[config.mk]
export PLATFORM = sky130hd
export DESIGN_NAME = mem_stage
export DESIGN_NICKNAME = d
export VERILOG_FILES = /design/src/rtl/mem_stage_pkg.sv /design/src/rtl/mem_stage_wb_reg.sv /design/src/rtl/mem_stage.sv
export SDC_FILE = /design/constraint.sdc
export NUM_CORES = 1
export LEC_CHECK = 0
export BUFFER_PORTS_ARGS = -buffer_cell sky130_fd_sc_hd__buf_2
export CAP_MARGIN = 15
export CORE_MARGIN = 2
export CORE_UTILIZATION = 43
export CTS_CLUSTER_SIZE = 24
export DETAILED_ROUTE_END_ITERATION = 6
export PLACE_DENSITY = 0.71
export SYNTH_ARGS = -nofsm -noshare
export SYNTH_HDL_FRONTEND = slang
export SYNTH_SLANG_ARGS = --single-unit
export TNS_END_PERCENT = 30
[constraint.sdc]
create_clock -name clk_50MHz -period 4.8 [get_ports clk_50MHz]
set_input_delay 0.96 -clock clk_50MHz [delete_from_list [all_inputs] [get_ports clk_50MHz]]
set_output_delay 0.96 -clock clk_50MHz [all_outputs]
set_load 0.05 [all_outputs]
[src/rtl/mem_stage_pkg.sv]
// Shared constants for the memory stage: RAM port encodings, FSM states and
// the address map boundaries that decide shared-SRAM versus single-cycle access.
package mem_stage_pkg;

    localparam logic RAM_ENABLE  = 1'b1;
    localparam logic RAM_DISABLE = 1'b0;
    localparam logic RAM_OP_RD   = 1'b0;
    localparam logic RAM_OP_WR   = 1'b1;

    typedef enum logic {
        S_RUN  = 1'b0,
        S_HOLD = 1'b1
    } state_t;

    // Below ADDR_SHARED_TOP the SRAM is shared with instruction fetch.
    localparam logic [17:0] ADDR_SHARED_TOP = 18'h08000;
    localparam logic [17:0] ADDR_COM_DATA   = 18'h0BF00;
    localparam logic [17:0] ADDR_COM_STATUS = 18'h0BF01;

endpackage

[src/rtl/mem_stage_wb_reg.sv]
// MEM/WB pipeline register; a non-completing cycle loads a bubble (wb_en = 0)
// while the destination and data fields simply hold.
module mem_wb_reg #(
    parameter int DATA_W = 16,
    parameter int REG_W  = 4
) (
    input  logic              clk,
    input  logic              rst,
    input  logic              load,
    input  logic              next_wb_en,
    input  logic [REG_W-1:0]  next_wb_reg,
    input  logic [DATA_W-1:0] next_wb_data,
    output logic              wb_en,
    output logic [REG_W-1:0]  wb_reg,
    output logic [DATA_W-1:0] wb_data
);

    always_ff @(posedge clk or posedge rst) begin
        if (rst) begin
            wb_en   <= 1'b0;
            wb_reg  <= '0;
            wb_data <= '0;
        end else if (load) begin
            wb_en   <= next_wb_en;
            wb_reg  <= next_wb_reg;
            wb_data <= next_wb_data;
        end else begin
            wb_en   <= 1'b0;
        end
    end

endmodule

[src/rtl/mem_stage.sv]
// Memory-access stage: EX/MEM register, data-side RAM request, the extra cycle
// for fetch-shared SRAM accesses, and statistics counters.
module mem_stage
    import mem_stage_pkg::*;
#(
    parameter int DATA_W = 16,
    parameter int ADDR_W = 18,
    parameter int REG_W  = 4,
    parameter int CNT_W  = 16
) (
    input  logic              clk_50MHz,
    input  logic              rst,
    input  logic              ex_mem_rd,
    input  logic              ex_mem_wr,
    input  logic [15:0]       ex_addr,
    input  logic [DATA_W-1:0] ex_wdata,
    input  logic [DATA_W-1:0] ex_result,
    input  logic              ex_wb_en,
    input  logic [REG_W-1:0]  ex_wb_reg,
    input  logic              flush,
    output logic [ADDR_W-1:0] ram_addr,
    output logic [DATA_W-1:0] ram_wdata,
    output logic              ram_op,
    output logic              ram_en,
    input  logic [DATA_W-1:0] ram_rdata,
    input  logic              ram_pause,
    output logic              stall_req,
    output logic              wb_en,
    output logic [REG_W-1:0]  wb_reg,
    output logic [DATA_W-1:0] wb_data,
    output logic [CNT_W-1:0]  stat_mem_cnt,
    output logic [CNT_W-1:0]  stat_stall_cnt,
    output state_t            state_dbg
);

    // Handshake: an EX instruction is accepted on every rising edge where
    // stall_req is low; while stall_req is high upstream holds EX inputs stable
    // and flush is ignored, so nothing is lost or duplicated.
    logic              rd_q;
    logic              wr_q;
    logic [15:0]       addr_q;
    logic [DATA_W-1:0] wdata_q;
    logic [DATA_W-1:0] result_q;
    logic              wb_en_q;
    logic [REG_W-1:0]  wb_reg_q;

    state_t state_q;
    state_t state_d;
    logic   complete;

    always_ff @(posedge clk_50MHz or posedge rst) begin
        if (rst) begin
            rd_q     <= 1'b0;
            wr_q     <= 1'b0;
            addr_q   <= '0;
            wdata_q  <= '0;
            result_q <= '0;
            wb_en_q  <= 1'b0;
            wb_reg_q <= '0;
        end else if (!stall_req) begin
            rd_q     <= ex_mem_rd & ~flush;
            wr_q     <= ex_mem_wr & ~flush;
            addr_q   <= ex_addr;
            wdata_q  <= ex_wdata;
            result_q <= ex_result;
            wb_en_q  <= ex_wb_en & ~flush;
            wb_reg_q <= ex_wb_reg;
        end
    end

    assign ram_en    = (rd_q | wr_q) ? RAM_ENABLE : RAM_DISABLE;
    assign ram_op    = wr_q ? RAM_OP_WR : RAM_OP_RD;
    assign ram_addr  = ADDR_W'(addr_q);
    assign ram_wdata = wdata_q;

    always_ff @(posedge clk_50MHz or posedge rst) begin
        if (rst) state_q <= S_RUN;
        else     state_q <= state_d;
    end

    // The ram block raises ram_pause only for shared-SRAM addresses, so the
    // address map itself needs no decode here.
    always_comb begin
        state_d   = state_q;
        stall_req = 1'b0;
        complete  = 1'b1;
        case (state_q)
            S_RUN: begin
                if ((ram_en == RAM_ENABLE) && ram_pause) begin
                    stall_req = 1'b1;
                    complete  = 1'b0;
                    state_d   = S_HOLD;
                end
            end
            S_HOLD:  state_d = S_RUN;
            default: state_d = S_RUN;
        endcase
    end

    assign state_dbg = state_q;

    mem_wb_reg #(
        .DATA_W(DATA_W),
        .REG_W (REG_W)
    ) u_mem_wb (
        .clk         (clk_50MHz),
        .rst         (rst),
        .load        (complete),
        .next_wb_en  (wb_en_q & ~wr_q),
        .next_wb_reg (wb_reg_q),
        .next_wb_data(rd_q ? ram_rdata : result_q),
        .wb_en       (wb_en),
        .wb_reg      (wb_reg),
        .wb_data     (wb_data)
    );

    always_ff @(posedge clk_50MHz or posedge rst) begin
        if (rst) begin
            stat_mem_cnt   <= '0;
            stat_stall_cnt <= '0;
        end else begin
            if (complete && (rd_q || wr_q)) stat_mem_cnt <= stat_mem_cnt + CNT_W'(1);
            if (stall_req) stat_stall_cnt <= stat_stall_cnt + CNT_W'(1);
        end
    end

endmodule
# After elaboration in Yosys (flattened, before gate mapping)
# Index checks and enable logic that the tools add are counted.
[word_totals]
ff_bits = 109
in_bits = 75
output_inout_bits = 91
word_cells = 35
[op_classes]
add_sub_neg = 2
mux = 9
n_bitwise = 8
reduce_logical = 3
[ops]
columns = ["operator", "n"]
rows = [
  ["$add A16 B1 Y16 const B", 2],
  ["$mux W16", 1],
  ["$mux W1", 7],
  ["$and A1 B1 Y1", 4],
  ["$not A1 Y1", 3],
  ["$logic_and A1 B1 Y1", 2],
  ["$pmux W1 S2", 1],
  ["$logic_or A1 B1 Y1", 1],
  ["$or A1 B1 Y1", 1],
]

# Logic depth before layout (Yosys ltp)
# Gate-level depths: netlist (run 1).
[logic_depth]
depth_word = 6
mapped_depth = 9
ltp_nobuf = 5

# Hierarchy
# A second synthesis (run 1) with hierarchy kept.
[hier_totals]
cells_unflattened = 424
area_unflattened_um2 = 4596.9
[modules_own_cells]
columns = ["module", "instances", "cells_per_inst", "area_per_inst_um2", "seq_area_each_um2"]
rows = [
  ["mem_stage", 1, 379, 3742.3, 2202.1],
  ["mem_wb_reg", 1, 45, 854.6, 525.5],
]

# Worst setup path before layout (run 1)
# OpenSTA, ideal clock, no wires.
[synth_path]
path_kind = "input to output"
startpoint = "in ram_pause"
endpoint = "out stall_req"
arrival_ns = 1.957
t_required_ns = 3.840
slack_ns = 1.883
path_stages = 6
path_buffers = 4
path_cell_list = "nor2b_1 -> buf_2 -> and2_1 -> buf_6 -> buf_6 -> buf_2"
[synth_via]
elab_chain_cells = 3
[synth_lines]
columns = ["element", "line", "text"]
rows = [
  ["start: declaration", "mem_stage.sv:26", "input logic ram_pause,"],
  ["$logic_and A1 B1 Y1", "mem_stage.sv:89", "if ((ram_en == RAM_ENABLE) && ram_pause) begin"],
  ["$mux W1", "mem_stage.sv:89", ""],
  ["$mux W1", "mem_stage.sv:87", "case (state_q)"],
  ["end: declaration", "mem_stage.sv:27", "output logic stall_req,"],
]
# Every way passes these cells.

# Worst setup path in the final report (run 1)
# Same ends and word-level chain as after synthesis.

==> results.txt, run 1 <==
* Run status: completed
- In the routed design, unresolved DRC markers number 0.
- Min-Delay Path Depth: 1
- Path depth of the worst reg2reg path: 5
- Of all nets on the critical path, the largest fanout is 27.
- Layout cell share with drive strength beyond 1: 0.4930
- Final Setup Violations: 0
- Endpoint of the most critical register-to-register path: u_mem_wb.wb_reg[2]
- TritonCTS built the clock tree.
- Row Count: 37
- The initial utilization of the core area, before any placement, comes to 0.4414.
- The max-slew violation count is 0.
- Headroom to the max-slew limit came out at 0.4610.
- The startpoint identified for the worst register-to-register timing path is state_dbg.
- Required @ worst endpoint: 3.84 ns
- Gates resized during post-CTS repair numbered 0.
- The area growth from synthesis to layout is 24.08%.
- Number of buffers on the longest clock path: 2
* Net total in the final layout: 571
- CTS H-Tree Depth: 3
* Type of destination of the critical path: primary output
- Fraction of synthesized cell area taken by the top area cell type: 0.6012
- Remaining global-route overflow: 0
* Worst Path Arrival: 2.11 ns
- Largest cells by area after synthesis: dfrtp_1 (60%), mux2_2 (8.9%), mux2_4 (7.3%)
- Global-route wire length before repair: 15460 microns
* Master cell of the clock root buffer: clkbuf_8
- Dividing total power by cell area gives a power density of 463.0 nW/um^2.
* Hold_buf cts: 0
* Most common library cell in the layout ignoring fill and taps: buf_2
- Dominant register cell in the synthesized netlist: dfrtp_1
- After detailed routing, the average wire length per cell comes to 14.31 microns.
* Count of flip-flops with a built-in enable after synthesis: 0
- In the global route stage, overall resource usage came out at 0.1722.
* DRT Wirelength: 9086 microns
- After clock tree synthesis, the setup repair step added 0 buffers.
- On the final layout, the worst hold slack is 0.4705 ns.
- The clock drives 109 sinks.
- After global routing, the most crowded layer is met2.
- TritonCTS created 9 clock buffers.
- The layout has 932 filler cells.
- M1 GR Usage: 0.2254
- Syn_area_per_cell: 13.75 sq um
- After legalization and detailed placement, the total HPWL measured 6771 microns.
- Summed over all cells, the static leakage comes to 2.821 nW.
* Minimum period implied by the final worst setup slack: 3.070 ns
* Hold worst-path end: stat_mem_cnt[15]
- In this run the count of I/O pins placed on the die edge is 166.
* 1st-iter DRT viols: 68
- Iteration count of the initial detailed-routing pass: 4
* GR met3 Demand/Resource: 0.05836
- After floorplanning, the core was sized to cover 10280 sq um.
- Across the run, the number of max-cap violations was 0.
- Count of synthesis-stage warnings from yosys: 0
- Clock Latency Late Sink: 0.36 ns
- In this run the horizontal extent of the chip is 106.7 microns.
- The mapped netlist covers 4537 sq um.
- The count of endpoints failing hold in the final timing report came to 0.
- Worst VDD drop: 0.0002119 V
- Gate count after technology mapping: 330
- Start point of the worst min-delay path: stat_mem_cnt[15]
* Via density per instance: 4.820
- Of all flip-flops after synthesis, the portion carrying an async set or reset was 1.000.
* Yosys top cell by area: dfrtp_1
* Tightest Pin Transition: 0.8012 ns
- Total die area: 11390 sq um
- In the final timing run, aggregate negative setup slack is 0 ns.
- Initial antenna violation count: 0
- The number of antenna diodes in the final layout is 0.
- In the global route stage, met2 resource usage came out at 0.2680.
- Port Buf Inserts: 163
- Achievable frequency: 325.7 MHz
- After layout, the design draws a total of 2.607 mW.
* Final cell count without fillers: 635
- The worst setup path is launched from a primary input.
- Flop and latch count out of synthesis: 109
* Clock transition at path regs: 0.11 ns
* Via count of the first global-routing pass: 3177
- For flop-to-flop paths, the worst setup slack is 2.43 ns.
- The share of the Yosys chip area taken by registers is 0.6012.
* Unrepaired setup endpoints after global routing: false
- After synthesis, the netlist uses 30 different library cells.
- Largest net degree at the start of global routing: 71
- Across all layers, the routed design uses 3061 vias.
* Tcrit/Tclk final: 0.6396
* Height of the chip: 106.7 microns
- After detailed placement, the design holds a cell count of 619.
- The top cell types in the final layout, fill and taps aside, are buf_2 (163), dfrtp_1 (109), mux2_2 (36).
- Post-route ant nets: 0
- Worst Skew: 0.01291 ns
* Routability cong.: 0.7292
- Type of the worst setup path: primary input to primary output
* Worst hold-check path type: register to register
==> power breakdown <==
part	switching, mW	leakage, nW	internal, mW
sequential	0.119	1.32	1.06
clock	0.319	0.0951	0.201
combinational	0.646	1.41	0.261
total	1.08	2.82	1.52
==> worst max path at each step <==
stage          startpoint  slack, ns                 end
6_report        ram_pause       1.73           stall_req
5_1_grt         ram_pause       1.66           stall_req
4_1_cts         ram_pause       1.71           stall_req
3_5_place_dp    ram_pause       1.70  u_mem_wb.wb_reg[1]
3_3_place_gp    ram_pause       1.75           stall_req
2_1_floorplan         rst       0.97           addr_q[0]
==> per-layer routing <==
| layer | vias up | share of wire | wire [microns] |
|---|---|---|---|
| met2 | 112 | 0.47 | 4296 |
| met4 | 0 | 0.020 | 178 |
| met3 | 16 | 0.081 | 737 |
| met5 | - | 0 | 0 |
| li1 | 1448 | - | - |
| met1 | 1485 | 0.43 | 3874 |
==> kinds of logic after synthesis <==
group,synth area share
and+or+nand+nor,0.08826
DFF,0.6012
adders and majority gates,0.005515
AOI/OAI and AO/OA,0.01875
muxes,0.1975
xor gates and xnor gates,0.05791
other,0.0008266
buffers and inverters,0.03006
==> synthesized netlist by cell type, types with 2 or more instances <==
cell type,instances
dfrtp_1,109
mux2_2,36
nand2_1,31
mux2_4,22
o21ai_0,17
mux2i_1,16
xor2_1,16
xnor2_1,14
nand3_1,10
nor3_1,9
buf_2,7
buf_6,6
nand4_1,6
nor2_1,5
and3_1,4
and4_1,3
inv_1,3
buf_4,2
ha_1,2
nand3b_1,2
==> critical path: stages <==
cell and delay, ns:
buf_2 0.08, nor2b_1 0.15, buf_4 0.20, and2_4 0.38, buf_2 0.33
==> layout make-up <==
cell class                      instances  area, sq um  area share
Inverter                                4        17.52    0.003112
Timing Repair Buffer                  168        853.3      0.1516
Tap cell                              136        170.2     0.03023
Clock inverter                          6        53.80    0.009558
Sequential cell                       109         2728      0.4846
Clock buffer                           10        127.6     0.02267
Multi-Input combinational cell        202         1679      0.2983
==> per-stage QoR <==
step	instance area, sq um	util	setup slack (ns)
CTS	5629	0.5477	1.709
global route	5629	0.5477	1.656
detailed placement	5448	0.5301	1.704
floorplan	4541	-	0.9661
finish	5629	0.5477	1.730
global placement	5448	0.5301	1.750
Note: power is estimated with default switching activity, not from simulation.
==> run 2, diff against run 1 <==
Clock period 4.8 ns to 3.1 ns, I/O delays scaled along.
==> results.txt, run 2 (synthesis gave the netlist of run 1 again) <==
* Clock Latency Late Sink: 0.36 ns
* Required @ worst endpoint: 2.48 ns
* Multi-input gate area in the final layout: 1679 sq um
* PD cells: 726.7 nW/um^2
* Startpoint kind of the worst setup timing path: register
* Iteration count of the initial detailed-routing pass: 4
* Worst VDD drop: 0.0003334 V
* Hold_buf cts: 0
- The library cell used most frequently in the layout, excluding fill and tap cells, is buf_2.
- Final core occ: 0.5522
- Total Neg Setup Slack: 0 ns
- For this block, the routed nets add up to 9173 microns of wire.
- In the final layout, flip-flops and latches occupy 2728 sq um.
- After detailed placement, the total cell area comes to 5466 sq um.
- The run finished with clean final reports.
* Layout cell share with drive strength beyond 1: 0.4940
- Final worst-path setup slack: 0.8373 ns
- Port Buf Inserts: 163
- Number of buffers on the longest clock path: 2
- The core region is 10280 sq um.
* 1st-iter DRT viols: 83
- Summed over all layers, the global routing overflow is 0.
- Starting Density: 0.4414
- The count of endpoints failing hold in the final timing report is 0.
* Final Setup Violations: 0
- STA puts the critical path data arrival time at 1.64 ns.
- Final cell count without fillers: 634
- Net total in the final layout: 570
- In the finished design, the share of the clock period the worst path needs comes to 0.7299.
- Counting the buffers created by CTS gives 9.
- Pint: 2.455 mW
* Combinational fraction of design power: 0.341
- Worst hold-check path type: primary input to async pin
- TritonCTS built the clock tree.
* Total via count after detailed routing: 3049
- CTS saw 109 sinks.
- The via count of the first global-routing pass was 3008.
- Share of power burned in the clock network: 0.215
* DR DRC count: 0
* Number of filler cells placed in the layout: 915
- Die W: 106.7 microns
- Dividing the detail-routed via count by the number of cells gives 4.809.
- Post-route ant nets: 0
* Switch Pwr: 1.670 mW
- Routability cong.: 0.7529
- Height of the chip: 106.7 microns
* Worst Skew: 0.01338 ns
- Static leakage: 2.830 nW
- Switching power as a share of total power: 0.4048
* Wirelength per Cell: 14.47 microns
- Antenna diodes: 0
- Type of destination of the critical path: primary output
* Tightest Pin Transition: 0.8634 ns
* Cell area after layout: 5675 sq um
- CTS H-Tree Depth: 3
* Type of the worst setup path: register to primary output
* Worst slack at placement: 0.8207 ns
- Minimum period implied by the final worst setup slack: 2.263 ns
* Placed wire-length estimate: 6533 microns
- In this run the core area contains 37 standard-cell rows.
* Master cell of the clock root buffer: clkbuf_8
- Entering global routing, the biggest net connects 110 pins.
- The number of setup buffers added after CTS is 0.
- Largest fanout on the critical path: 10
- The max-slew violation count was 0.
* Layout Area Growth over Synthesis: 25.10%
- Post-cts repair resize count: 0
* Max_slew headroom: 0.4191
- 166 I/O pins were placed.
- Derived from the worst setup path, the maximum achievable clock frequency is 442.0 MHz.
* Overall track demand over capacity in global routing: 0.1613
- Unrepaired setup endpoints after global routing: false
- The share of total power dissipated in sequential elements is 0.444.
- The first global-routing pass estimated 14660 microns of wire.
* Clock transition at path regs: 0.11 ns
- The tool flagged a number of max-cap violations equal to 0.
- In this run, placement finished with an instance count of 618.
* Total die area: 11390 sq um
- Initial antenna violation count: 0
- Top library cells by usage in the layout, fill and taps aside: buf_2 (163), dfrtp_1 (109), mux2_2 (36)
==> run 2: cell types whose count changed in the layout (fill, tap and decap cells not counted), sizes merged <==
cell      change
bufinv        +1
clkinv        +1
clkinvlp      +2
inv           -4
buf           -1
==> run 2: power groups by stage <==
stage	Sequential (mW)	Clock, mW	Combinational, mW
after floorplan	2.50	0	0.423
after global routing	1.86	0.975	1.48
after detailed placement	1.86	0	1.42
final	1.83	0.887	1.41
after CTS	1.83	0.917	1.42
after global placement	1.84	0	1.40
==> run 2: layout make-up <==
| class | instances | area share |
|---|---|---|
| Clock buffer | 10 | 0.02425 |
| Clock inverter | 6 | 0.01257 |
| Inverter | 4 | 0.003307 |
| Multi-Input combinational cell | 202 | 0.2959 |
| Sequential cell | 109 | 0.4806 |
| Tap cell | 136 | 0.02998 |
| Timing Repair Buffer | 167 | 0.1534 |
==> run 2: path summary, 6_finish.rpt <==
| path | slack (ns) | end | from | cells past startpoint |
|---|---|---|---|---|
| worst max-delay path | 0.84 | stall_req | state_dbg | 4 |
| worst min-delay path | 0.39 | addr_q[2] | rst | 3 |
| worst max register to register | 1.18 | addr_q[12] | state_dbg | 5 |
| worst min register to register | 0.47 | stat_stall_cnt[15] | stat_stall_cnt[15] | 1 |
| max in group asynchronous | 2.23 | stat_stall_cnt[7] | rst | 3 |
| min in group clk_50MHz | 0.47 | stat_stall_cnt[15] | stat_stall_cnt[15] | 1 |
==> run 2: critical path, stage by stage (launching register included) <==
cell,delay (ns)
dfrtp_1,0.39
nor2b_1,0.14
buf_4,0.20
and2_4,0.27
buf_2,0.29
==> run 2: routing by layer <==
metal	part of all wire	wire (microns)	global-route usage
met4	0.011	101	0.04731
met3	0.085	782	0.05471
met1	0.43	3902	0.2122
met5	0	0	0
met2	0.48	4386	0.2543
==> run 2: stage by stage <==
stage                     hold WS (ns)  power, mW
after floorplan                 0.4423      2.919
after global placement          0.4550      3.244
after detailed placement        0.4601      3.280
after CTS                       0.4397      4.170
after global routing            0.4303      4.319
final                           0.3918      4.124
==> run 3, diff against run 2 <==
Settings changed: PLACE_DENSITY 0.71 to 0.74.
Clock period 3.1 ns to 1.8 ns, I/O delays scaled along.
==> results.txt, run 3 (synthesis gave the netlist of run 1 again) <==
- Critical register-to-register path startpoint: state_dbg
- 166 I/O pins were placed.
* Worst hold-check path type: primary input to async pin
- Slowest-stage cell, CP: dfrtp_2
- In this run the power density over the cells is 1241 nW/um^2.
- Summed over all failing endpoints, the final setup total negative slack is 0 ns.
* Number of buffers on the longest clock path: 2
- Data arrives at the worst endpoint at 1.34 ns.
- 0 antenna diodes ended up in the layout.
* Number of maximum-capacitance violations: 0
- DR DRC count: 0
* Total clock sinks: 109
- After global routing the overflow that remains totals 0.
* Met1 wire length: 4202 microns
- Port Buf Inserts: 163
- Total die area: 11390 sq um
- Met3 layer wire length in the routed design: 539 microns
- Total via count after detailed routing: 3109
- In the final routed layout, each cell accounts on average for 14.64 microns.
* Iteration count of the initial detailed-routing pass: 4
* Worst Skew: 0.01407 ns
- Type of the worst setup path: register to primary output
- The congestion estimate from routability-driven global placement came to 0.7570.
* Layout Area Growth over Synthesis: 27.50%
* Height of the chip: 106.7 microns
* Net total in the final layout: 582
* DRT Wirelength: 9457 microns
- Power, Total: 7.178 mW
- Tcrit/Tclk final: 0.9459
- The flow ran to the end, and the final reports show no timing, DRC or antenna violations.
- Setup violations remaining at the end of the flow were counted as 0.
* Path depth of the worst reg2reg path: 5
- Hold violation count in the final report: 0
* Endpoint of the most critical register-to-register path: addr_q[14]
* Number of clock buffers inserted by TritonCTS: 9
* Achievable frequency: 587.4 MHz
- The detail route stage leaves a number of antenna-violating nets equal to 0.
- The clock tree synthesis step divided the H-tree into 3 levels.
* Storage cell area: 2730 sq um
- In the global route stage, overall resource usage came out at 0.1725.
- CTS tree: built
* Cell breakdown of the critical path: nor2_8, inv_2, and2_4, buf_6
- The floorplan step defined a core boundary enclosing 10280 sq um.
* Max_slew headroom: 0.6215
- Across all hold checks on the routed design, the worst slack comes to 0.06088 ns.
- Startpoint kind of the worst setup timing path: register
- STA classifies the critical path endpoint as a primary output.
* Number of filler cells placed in the layout: 923
- The library cell used most frequently in the layout, excluding fill and tap cells, is buf_2.
- Static leakage: 2.894 nW
* Row Count: 37
* Multi-input gate area in the final layout: 1682 sq um
- Tightest Pin Transition: 0.5678 ns
- Unrepaired setup endpoints after global routing: false
- The die is 106.7 microns wide.
- The detailed router used layers up to and including met4.
- The initial utilization of the core area, before any placement, comes to 0.4414.
* Total count of max-transition violations in the final report: 0
- For this run, the slowest stage of the critical path takes 0.46 ns.
- In the layout the commonest cells are buf_2 (162), dfrtp_1 (107), mux2_2 (36).
- The via count of the first global-routing pass is 3174.
- Global-route wire length before repair: 15590 microns
- Via density per instance: 4.813
* Slack of the worst reg-to-reg path: 0.14 ns
* Minimum period implied by the final worst setup slack: 1.703 ns
* Largest fanout on the critical path: 4
* Worst VDD drop: 0.0006099 V
* Clock Latency Late Sink: 0.37 ns
* Initial antenna violation count: 0
- Data on the critical path is required at its endpoint by 1.44 ns.
* Clock transition at path regs: 0.10 ns
- Once detailed placement completed, the half-perimeter wirelength came to 6800 microns.
* Master cell of the clock root buffer: clkbuf_8
* Met2 layer wire length in the routed design: 4532 microns
- Layout cell share with drive strength beyond 1: 0.5098
- Largest net degree at the start of global routing: 64
- The first routing iteration left 98 violations.
-- run 3: worst max-delay path by stage --
stage	to	slack (ns)	cells after the start	start
6_report	stall_req	0.1	4	rd_q
3_3_place_gp	u_mem_wb.wb_reg[1]	0.07	5	ram_pause
5_1_grt	stall_req	0.03	4	rd_q
4_1_cts	stall_req	0.009	4	wr_q
2_1_floorplan	stall_req	-0.32	6	wr_q
3_5_place_dp	addr_q[14]	0.02	5	ram_pause
-- run 3: area by class of cell --
| class | instances | area share |
|---|---|---|
| Tap cell | 136 | 0.02942 |
| Inverter | 4 | 0.003245 |
| Sequential cell | 109 | 0.4720 |
| Clock inverter | 6 | 0.01319 |
| Timing Repair Buffer | 179 | 0.1694 |
| Clock buffer | 10 | 0.02206 |
| Multi-Input combinational cell | 202 | 0.2907 |
-- run 3: stage by stage --
stage	setup slack, ns	util	area [sq um]	instances
6_report	0.09746	0.5628	5784	646
2_1_floorplan	-0.3179	-	4544	331
5_1_grt	0.03011	0.5628	5784	646
3_5_place_dp	0.01850	0.5382	5532	625
3_3_place_gp	0.06608	0.5382	5532	625
4_1_cts	0.008980	0.5610	5766	644
-- run 3: worst max-delay path: cells and delay by family, from the launching register on --
kind,cells,cell delay [ns]
buf+inv,2,0.21
flops,1,0.46
simple gates,2,0.31
-- run 3: metal layers --
metal	vias up	GRT usage
met5	-	0
met4	0	0.07328
met1	1522	0.2313
met2	92	0.2698
met3	16	0.04012
li1	1479	-
-- run 3: repair_timing --
action | CTS | global route
pin swaps | 2 | 1
resized for setup | 4 | 1
buffers inserted | 3 | 2
endpoints found under the setup margin | 1 | 1
gates cloned | 0 | 0
hold buffers | 0 | 0
-- run 3: report_power, final --
group | internal, mW | total (mW) | leakage (nW) | switching [mW]
Clock | 0.673 | 1.54 | 0.104 | 0.865
Sequential | 2.83 | 3.16 | 1.32 | 0.331
Combinational | 0.740 | 2.48 | 1.47 | 1.74
